$ cat src/rtl/cache_mem_arbiter.sv
// Arbitrates the single main-memory port between the I-cache and D-cache.
// Each grant becomes a word-serial burst of LINE_WORDS accesses that ends in one done pulse.
module cache_mem_arbiter #(
  parameter int LINE_WORDS = 4,
  parameter int ADDR_W     = 32
) (
  input  logic                          clock,
  input  logic                          reset,
  input  logic                          i_req,
  input  logic [ADDR_W-1:0]             i_addr,
  output logic [31:0]                   i_rdata,
  output logic                          i_rvalid,
  output logic                          i_done,
  input  logic                          d_req,
  input  logic                          d_we,
  input  logic [ADDR_W-1:0]             d_addr,
  input  logic [31:0]                   d_wdata,
  output logic [31:0]                   d_rdata,
  output logic                          d_rvalid,
  output logic                          d_done,
  output logic [$clog2(LINE_WORDS)-1:0] word_idx,
  output logic                          mem_cs,
  output logic                          mem_we,
  output logic [ADDR_W-1:0]             mem_addr,
  output logic [31:0]                   mem_din,
  input  logic [31:0]                   mem_dout,
  input  logic                          mem_ack
);

  // Handshake: a requester holds req (level) until its done pulse and changes it in the
  // cycle after done; memory completes the presented word in any cycle it raises mem_ack
  // while mem_cs is high, and mem_cs/mem_addr/mem_we/mem_din stay stable until then.

  localparam int CW = $clog2(LINE_WORDS);
  localparam logic [ADDR_W-1:0] OFF_MASK = ADDR_W'(LINE_WORDS * 4 - 1);
  localparam logic [CW-1:0]     LAST_IDX = CW'(LINE_WORDS - 1);

  typedef enum logic [1:0] {IDLE, ACCESS, DONE} state_t;

  state_t            state;
  logic [CW-1:0]     cnt;
  logic [ADDR_W-1:0] base;
  logic              gnt_d;
  logic              last_d;
  logic              pick_d;
  logic [ADDR_W-1:0] req_addr;
  logic              rd_ack;

  // On a tie the cache that was not served last wins; last_d resets to I-cache.
  always_comb begin
    pick_d   = d_req & (~i_req | ~last_d);
    req_addr = pick_d ? d_addr : i_addr;
  end

  always_ff @(posedge clock) begin
    if (reset) begin
      state  <= IDLE;
      cnt    <= '0;
      base   <= '0;
      gnt_d  <= 1'b0;
      last_d <= 1'b0;
      mem_cs <= 1'b0;
      mem_we <= 1'b0;
      i_done <= 1'b0;
      d_done <= 1'b0;
    end else begin
      case (state)
        IDLE: begin
          if (i_req | d_req) begin
            gnt_d  <= pick_d;
            base   <= req_addr & ~OFF_MASK;
            cnt    <= '0;
            mem_cs <= 1'b1;
            mem_we <= pick_d & d_we;
            state  <= ACCESS;
          end
        end
        ACCESS: begin
          if (mem_ack) begin
            if (cnt == LAST_IDX) begin
              mem_cs <= 1'b0;
              mem_we <= 1'b0;
              i_done <= ~gnt_d;
              d_done <= gnt_d;
              state  <= DONE;
            end else begin
              cnt <= cnt + 1'b1;
            end
          end
        end
        DONE: begin
          i_done <= 1'b0;
          d_done <= 1'b0;
          last_d <= gnt_d;
          state  <= IDLE;
        end
        default: state <= IDLE;
      endcase
    end
  end

  // Read data is forwarded in the ack cycle; a reset in that cycle suppresses it.
  assign rd_ack   = mem_cs & ~mem_we & mem_ack & ~reset;
  assign i_rvalid = rd_ack & ~gnt_d;
  assign d_rvalid = rd_ack & gnt_d;
  assign i_rdata  = i_rvalid ? mem_dout : 32'h0;
  assign d_rdata  = d_rvalid ? mem_dout : 32'h0;

  assign mem_addr = mem_cs ? base + (ADDR_W'(cnt) << 2) : '0;
  assign word_idx = mem_cs ? cnt : '0;
  assign mem_din  = (mem_cs & gnt_d) ? d_wdata : 32'h0;

endmodule

$ cat config.mk
export PLATFORM = sky130hd
export DESIGN_NAME = cache_mem_arbiter
export DESIGN_NICKNAME = d
export VERILOG_FILES = /design/src/rtl/cache_mem_arbiter.sv
export SDC_FILE = /design/constraint.sdc
export NUM_CORES = 1
export LEC_CHECK = 0
export CAP_MARGIN = 10
export CORE_AREA = 2 2 105 107
export CTS_CLUSTER_DIAMETER = 120
export CTS_CLUSTER_SIZE = 30
export DETAILED_ROUTE_END_ITERATION = 16
export DIE_AREA = 0 0 107 109
export PLACE_DENSITY = 0.72
export SLEW_MARGIN = 20
export SYNTH_ARGS = -nofsm -noshare
export SYNTH_HDL_FRONTEND = slang
export SYNTH_SLANG_ARGS = --single-unit
$ cat constraint.sdc
create_clock -name clock -period 1.4 [get_ports clock]
set_clock_uncertainty 0.05 [all_clocks]
set_input_delay 0.21 -clock clock [delete_from_list [all_inputs] [get_ports clock]]
set_output_delay 0.21 -clock clock [all_outputs]
set_load 0.02 [all_outputs]
==> flow_summary.html, run 1 <==
<table>
<tr><th>Metric</th><th>Value</th></tr>
<tr><th colspan="2">Synthesis</th></tr>
<tr><td>Register area share after synthesis</td><td>0.290</td></tr>
<tr><td>Number of unique standard cell types used by synthesis</td><td>32</td></tr>
<tr><td>Yosys warning count</td><td>0</td></tr>
<tr><td>Number of storage elements in the synthesis netlist</td><td>38</td></tr>
<tr><td>Area share of the largest cell type after synthesis</td><td>0.290</td></tr>
<tr><td>Cell accounting for the most synthesized area</td><td>dfxtp_1</td></tr>
<tr><td>Top post-synthesis cells by area</td><td>dfxtp_1 29%, and2_1 22%, a311oi_1 9.3%</td></tr>
<tr><td>Syn_area_per_cell</td><td>7.29 um^2</td></tr>
<tr><td>Number of instances in the synthesized netlist</td><td>360</td></tr>
<tr><td>Syn Std Cell Area</td><td>2620 um^2</td></tr>
<tr><th colspan="2">Die</th></tr>
<tr><td>Die ar.</td><td>11700 um^2</td></tr>
<tr><td>Std-Cell Core Area</td><td>10600 um^2</td></tr>
<tr><td>Height of the die</td><td>109 um</td></tr>
<tr><td>Floorplan die width</td><td>107 um</td></tr>
<tr><td>Count of boundary I/O pins</td><td>270</td></tr>
<tr><td>Initial core utilization</td><td>0.247</td></tr>
<tr><td>Number of standard-cell rows in the floorplan</td><td>38</td></tr>
<tr><th colspan="2">Detailed routing</th></tr>
<tr><td>Average detailed-routed wire length per instance</td><td>16.9 um</td></tr>
<tr><td>Drt pass-1 iters</td><td>4</td></tr>
<tr><td>Number of DRC markers in iteration 0</td><td>260</td></tr>
<tr><td>Total detailed-routing wirelength</td><td>13600 um</td></tr>
<tr><td>DRC viols</td><td>0</td></tr>
<tr><td>Post-route antenna net violation count</td><td>0</td></tr>
<tr><td>Via density per instance</td><td>4.75</td></tr>
<tr><td>Count of vias placed by the detailed router</td><td>3821</td></tr>
<tr><th colspan="2">Clocking</th></tr>
<tr><td>Htree depth</td><td>2</td></tr>
<tr><td>Cell at the root of the clock tree</td><td>clkbuf_8</td></tr>
<tr><td>Number of buffers inserted during clock tree synthesis</td><td>5</td></tr>
<tr><td>Number of buffers inserted for hold repair after clock tree synthesis</td><td>0</td></tr>
<tr><td>Maximum clock insertion buffer count</td><td>2</td></tr>
<tr><td>Clock sinks</td><td>38</td></tr>
<tr><td>CTS tree</td><td>built</td></tr>
<tr><td>Clock latency on the worst-skew pair</td><td>290 ps</td></tr>
<tr><td>Reg clk slew, reported paths</td><td>70 ps</td></tr>
<tr><th colspan="2">Placement</th></tr>
<tr><td>Weighted congestion reported at the end of routability-driven placement</td><td>0.788</td></tr>
<tr><td>Port Buf Inserts</td><td>259</td></tr>
<tr><td>Final HPWL from detailed placement</td><td>9020 um</td></tr>
<tr><td>Area after DPL</td><td>5590 um^2</td></tr>
<tr><td>DP Cell Count</td><td>749</td></tr>
<tr><td>Post-place setup slack</td><td>-1180 ps</td></tr>
<tr><th colspan="2">Setup path</th></tr>
<tr><td>Startpoint of the worst-slack reg-to-reg timing path</td><td>cnt[0]$_SDFFE_PP0P_</td></tr>
<tr><td>Launching element type of the critical path</td><td>flip-flop</td></tr>
<tr><td>R2r worst-path depth</td><td>6</td></tr>
<tr><td>Top fanout value on the critical path</td><td>8</td></tr>
<tr><td>Critical path origin</td><td>mem_we$_SDFFE_PP0P_</td></tr>
<tr><td>Data arrival, critical path</td><td>1800 ps</td></tr>
<tr><td>Data required, critical path</td><td>1140 ps</td></tr>
<tr><td>Worst setup path end</td><td>i_rdata[10]</td></tr>
<tr><td>Endpoint of the most critical register-to-register path</td><td>mem_we$_SDFFE_PP0P_</td></tr>
<tr><td>Critical Path Sink Type</td><td>output port</td></tr>
<tr><td>Reg2Reg Setup Slack</td><td>60 ps</td></tr>
<tr><td>Worst setup path category</td><td>flip-flop to output port</td></tr>
<tr><th colspan="2">STA</th></tr>
<tr><td>Sum of negative setup slack</td><td>-55940 ps</td></tr>
<tr><td>Period Utilization, post-route</td><td>1.47</td></tr>
<tr><td>Fin. Hold Viols</td><td>0</td></tr>
<tr><td>Final slew viol count</td><td>0</td></tr>
<tr><td>Final hold slack</td><td>443 ps</td></tr>
<tr><td>Setup slack of the critical path after layout</td><td>-657 ps</td></tr>
<tr><td>Fmax</td><td>486 MHz</td></tr>
<tr><td>RSZ-0062 raised after global routing</td><td>true</td></tr>
<tr><td>Post-route minimum period</td><td>2060 ps</td></tr>
<tr><td>Final setup fails</td><td>131</td></tr>
<tr><th colspan="2">Hold path</th></tr>
<tr><td>Tightest Hold Check Type</td><td>flip-flop to flip-flop</td></tr>
<tr><td>Number of cells on the worst hold path</td><td>2</td></tr>
<tr><td>Beginning of the worst hold path</td><td>i_done$_SDFFE_PP0P_</td></tr>
<tr><th colspan="2">Layout</th></tr>
<tr><td>Final cell utilization of the core</td><td>0.649</td></tr>
<tr><td>Nets</td><td>799</td></tr>
<tr><td>Area delta synth-&gt;final</td><td>162%</td></tr>
<tr><td>Filler cells</td><td>850</td></tr>
<tr><td>Share of post-route cells with drive strength above 1</td><td>0.542</td></tr>
<tr><td>Final instance area</td><td>6880 um^2</td></tr>
<tr><td>Cell Count, Final, Fillers Out</td><td>805</td></tr>
<tr><th colspan="2">Global routing</th></tr>
<tr><td>Global-route wire length before repair</td><td>19800 um</td></tr>
<tr><td>Number of global-route vias before repair</td><td>3904</td></tr>
<tr><td>Largest net degree at the start of global routing</td><td>41</td></tr>
<tr><td>Overflow left after global routing</td><td>0</td></tr>
<tr><td>Number of antenna violations at the first check in global routing</td><td>1</td></tr>
<tr><td>Aggregate global-route resource usage</td><td>0.215</td></tr>
<tr><th colspan="2">Outcome</th></tr>
<tr><td>Status</td><td>finished with violations</td></tr>
<tr><td>Violations in the final reports</td><td>negative setup slack</td></tr>
<tr><th colspan="2">Power and ir drop</th></tr>
<tr><td>Largest voltage drop on the vdd net</td><td>0.432 mV</td></tr>
<tr><td>Design internal power</td><td>2.58 mW</td></tr>
<tr><td>Leakage dissipation</td><td>2.95 nW</td></tr>
<tr><td>Proportion of total power due to net switching</td><td>0.309</td></tr>
<tr><td>Power Density</td><td>542 nW/um^2</td></tr>
<tr><td>Clock group share of total power</td><td>0.195</td></tr>
<tr><td>Net load switching power</td><td>1.15 mW</td></tr>
<tr><td>Gate power share</td><td>0.475</td></tr>
<tr><td>Sequential power share</td><td>0.330</td></tr>
<tr><td>Total power</td><td>3.73 mW</td></tr>
<tr><th colspan="2">Job</th></tr>
<tr><td>Max-cap violations</td><td>0</td></tr>
</table>
-- flip-flops by register name, summed over array words and instances (netlist names) --
signal / cells
base: 28
mem_cs: 1
mem_we: 1
gnt_d: 1
state: 2
cnt: 2
d_done: 1
last_d: 1
i_done: 1
-- cells by family after synthesis --
group | after synthesis | synth area share
fa+ha+maj | 1 | 0.00477
other cells | 1 | 0.00143
buf+inv | 41 | 0.0782
flops | 38 | 0.290
mux | 1 | 0.00382
compound gates | 69 | 0.177
simple gates | 209 | 0.445
-- how the worst min path moves through the flow --
stage	endpoint	slack, ps
2_1_floorplan	mem_we$_SDFFE_PP0P_	300
3_3_place_gp	i_done$_SDFFE_PP0P_	410
3_5_place_dp	i_done$_SDFFE_PP0P_	420
4_1_cts	i_done$_SDFFE_PP0P_	420
5_1_grt	base[10]$_SDFFE_PP0P_	450
6_report	i_done$_SDFFE_PP0P_	440
-- synth_stat cells --
cell type  count
mux2i_1        1
a21oi_1       34
nand4b_1       1
nor2_1         4
or2_1          2
ha_1           1
nand2b_1       4
and2_1        94
or3b_4         1
a311oi_1      28
nand2_1       61
or3_1          1
clkbuf_1      20
nand3b_1       1
buf_4          4
inv_1          2
buf_1          1
dfxtp_1       38
nand4bb_1      1
or2_0          1
a21boi_1       1
nor3b_4        1
o32ai_1        1
nor2_2         2
a21bo_1        1
o211ai_1       1
nand3_1        3
buf_2         11
and3_1        32
o21ai_0        3
conb_1         1
buf_6          3
-- per-layer routing --
layer / GRT usage / wire, um / share of wire
met1: 0.224 / 4770 / 0.35
met2: 0.427 / 7530 / 0.55
met3: 0.0436 / 973 / 0.072
met4: 0.0724 / 313 / 0.023
met5: 0 / 0 / 0
-- critical path, stage by stage (launching register included) --
cell and delay [ps]:
dfxtp_2 330, or3b_4 400, nor3b_4 240, buf_12 160, clkbuf_16 150, and2_4 130, buf_6 110
-- cell usage in the layout (no fill, tap or decap), types with 4 or more instances in the layout --
cell type	Yosys	layout
a21oi_1	34	33
a311oi_1	28	23
a311oi_2	0	5
and2_2	0	32
and2_4	0	62
and3_4	0	32
buf_12	0	12
buf_16	0	4
buf_4	4	27
buf_6	3	121
buf_8	0	7
clkbuf_8	0	5
clkdlybuf4s15_2	0	31
clkdlybuf4s50_1	0	121
dfxtp_1	38	33
dlygate4sd2_1	0	6
nand2_1	61	61
nand2b_1	4	4
-- area by class of cell --
type | instances | area, um^2 | area share
multi-input cells | 283 | 2120 | 0.309
inverters | 2 | 7.51 | 0.00109
clock buffers | 6 | 72.6 | 0.0105
well taps | 140 | 175 | 0.0255
flip-flops and latches | 38 | 772 | 0.112
diodes | 1 | 2.50 | 0.000364
clock inverters | 1 | 7.51 | 0.00109
repair buffers | 334 | 3720 | 0.540
-- what timing repair did --
action	4_1_cts	5_1_grt
endpoints found under the hold margin	0	0
setup buffers	34	12
resized for setup	804	40
setup endpoints to repair	164	167
pin swaps	10	11
cloned	13	2
-- power groups by stage --
stage | Sequential (mW) | Clock (mW) | Combinational (mW)
after floorplan | 1.24 | 0 | 0.546
after global placement | 1.24 | 0 | 1.23
after detailed placement | 1.25 | 0 | 1.25
after CTS | 1.23 | 0.745 | 1.79
after global routing | 1.24 | 0.796 | 1.87
final | 1.23 | 0.727 | 1.77
Power figures use the tool's default switching activity.
==> run 2: changes to the inputs <==
--- a/config.mk
+++ b/config.mk
@@ -11,6 +11,7 @@
 export CTS_CLUSTER_SIZE = 30
 export DETAILED_ROUTE_END_ITERATION = 16
 export DIE_AREA = 0 0 107 109
+export HOLD_SLACK_MARGIN = 0.12
 export PLACE_DENSITY = 0.72
 export SLEW_MARGIN = 20
 export SYNTH_ARGS = -nofsm -noshare
==> results of run 2 <==
No change in the layout: final DEF, timing and power equal those of run 1.
==> run 3: changes to the inputs <==
--- a/config.mk
+++ b/config.mk
@@ -8,7 +8,7 @@
 export CAP_MARGIN = 10
 export CORE_AREA = 2 2 105 107
 export CTS_CLUSTER_DIAMETER = 120
-export CTS_CLUSTER_SIZE = 30
+export CTS_CLUSTER_SIZE = 10
 export DETAILED_ROUTE_END_ITERATION = 16
 export DIE_AREA = 0 0 107 109
 export HOLD_SLACK_MARGIN = 0.12
==> results of run 3 <==
No change in the layout: final DEF, timing and power equal those of run 1.
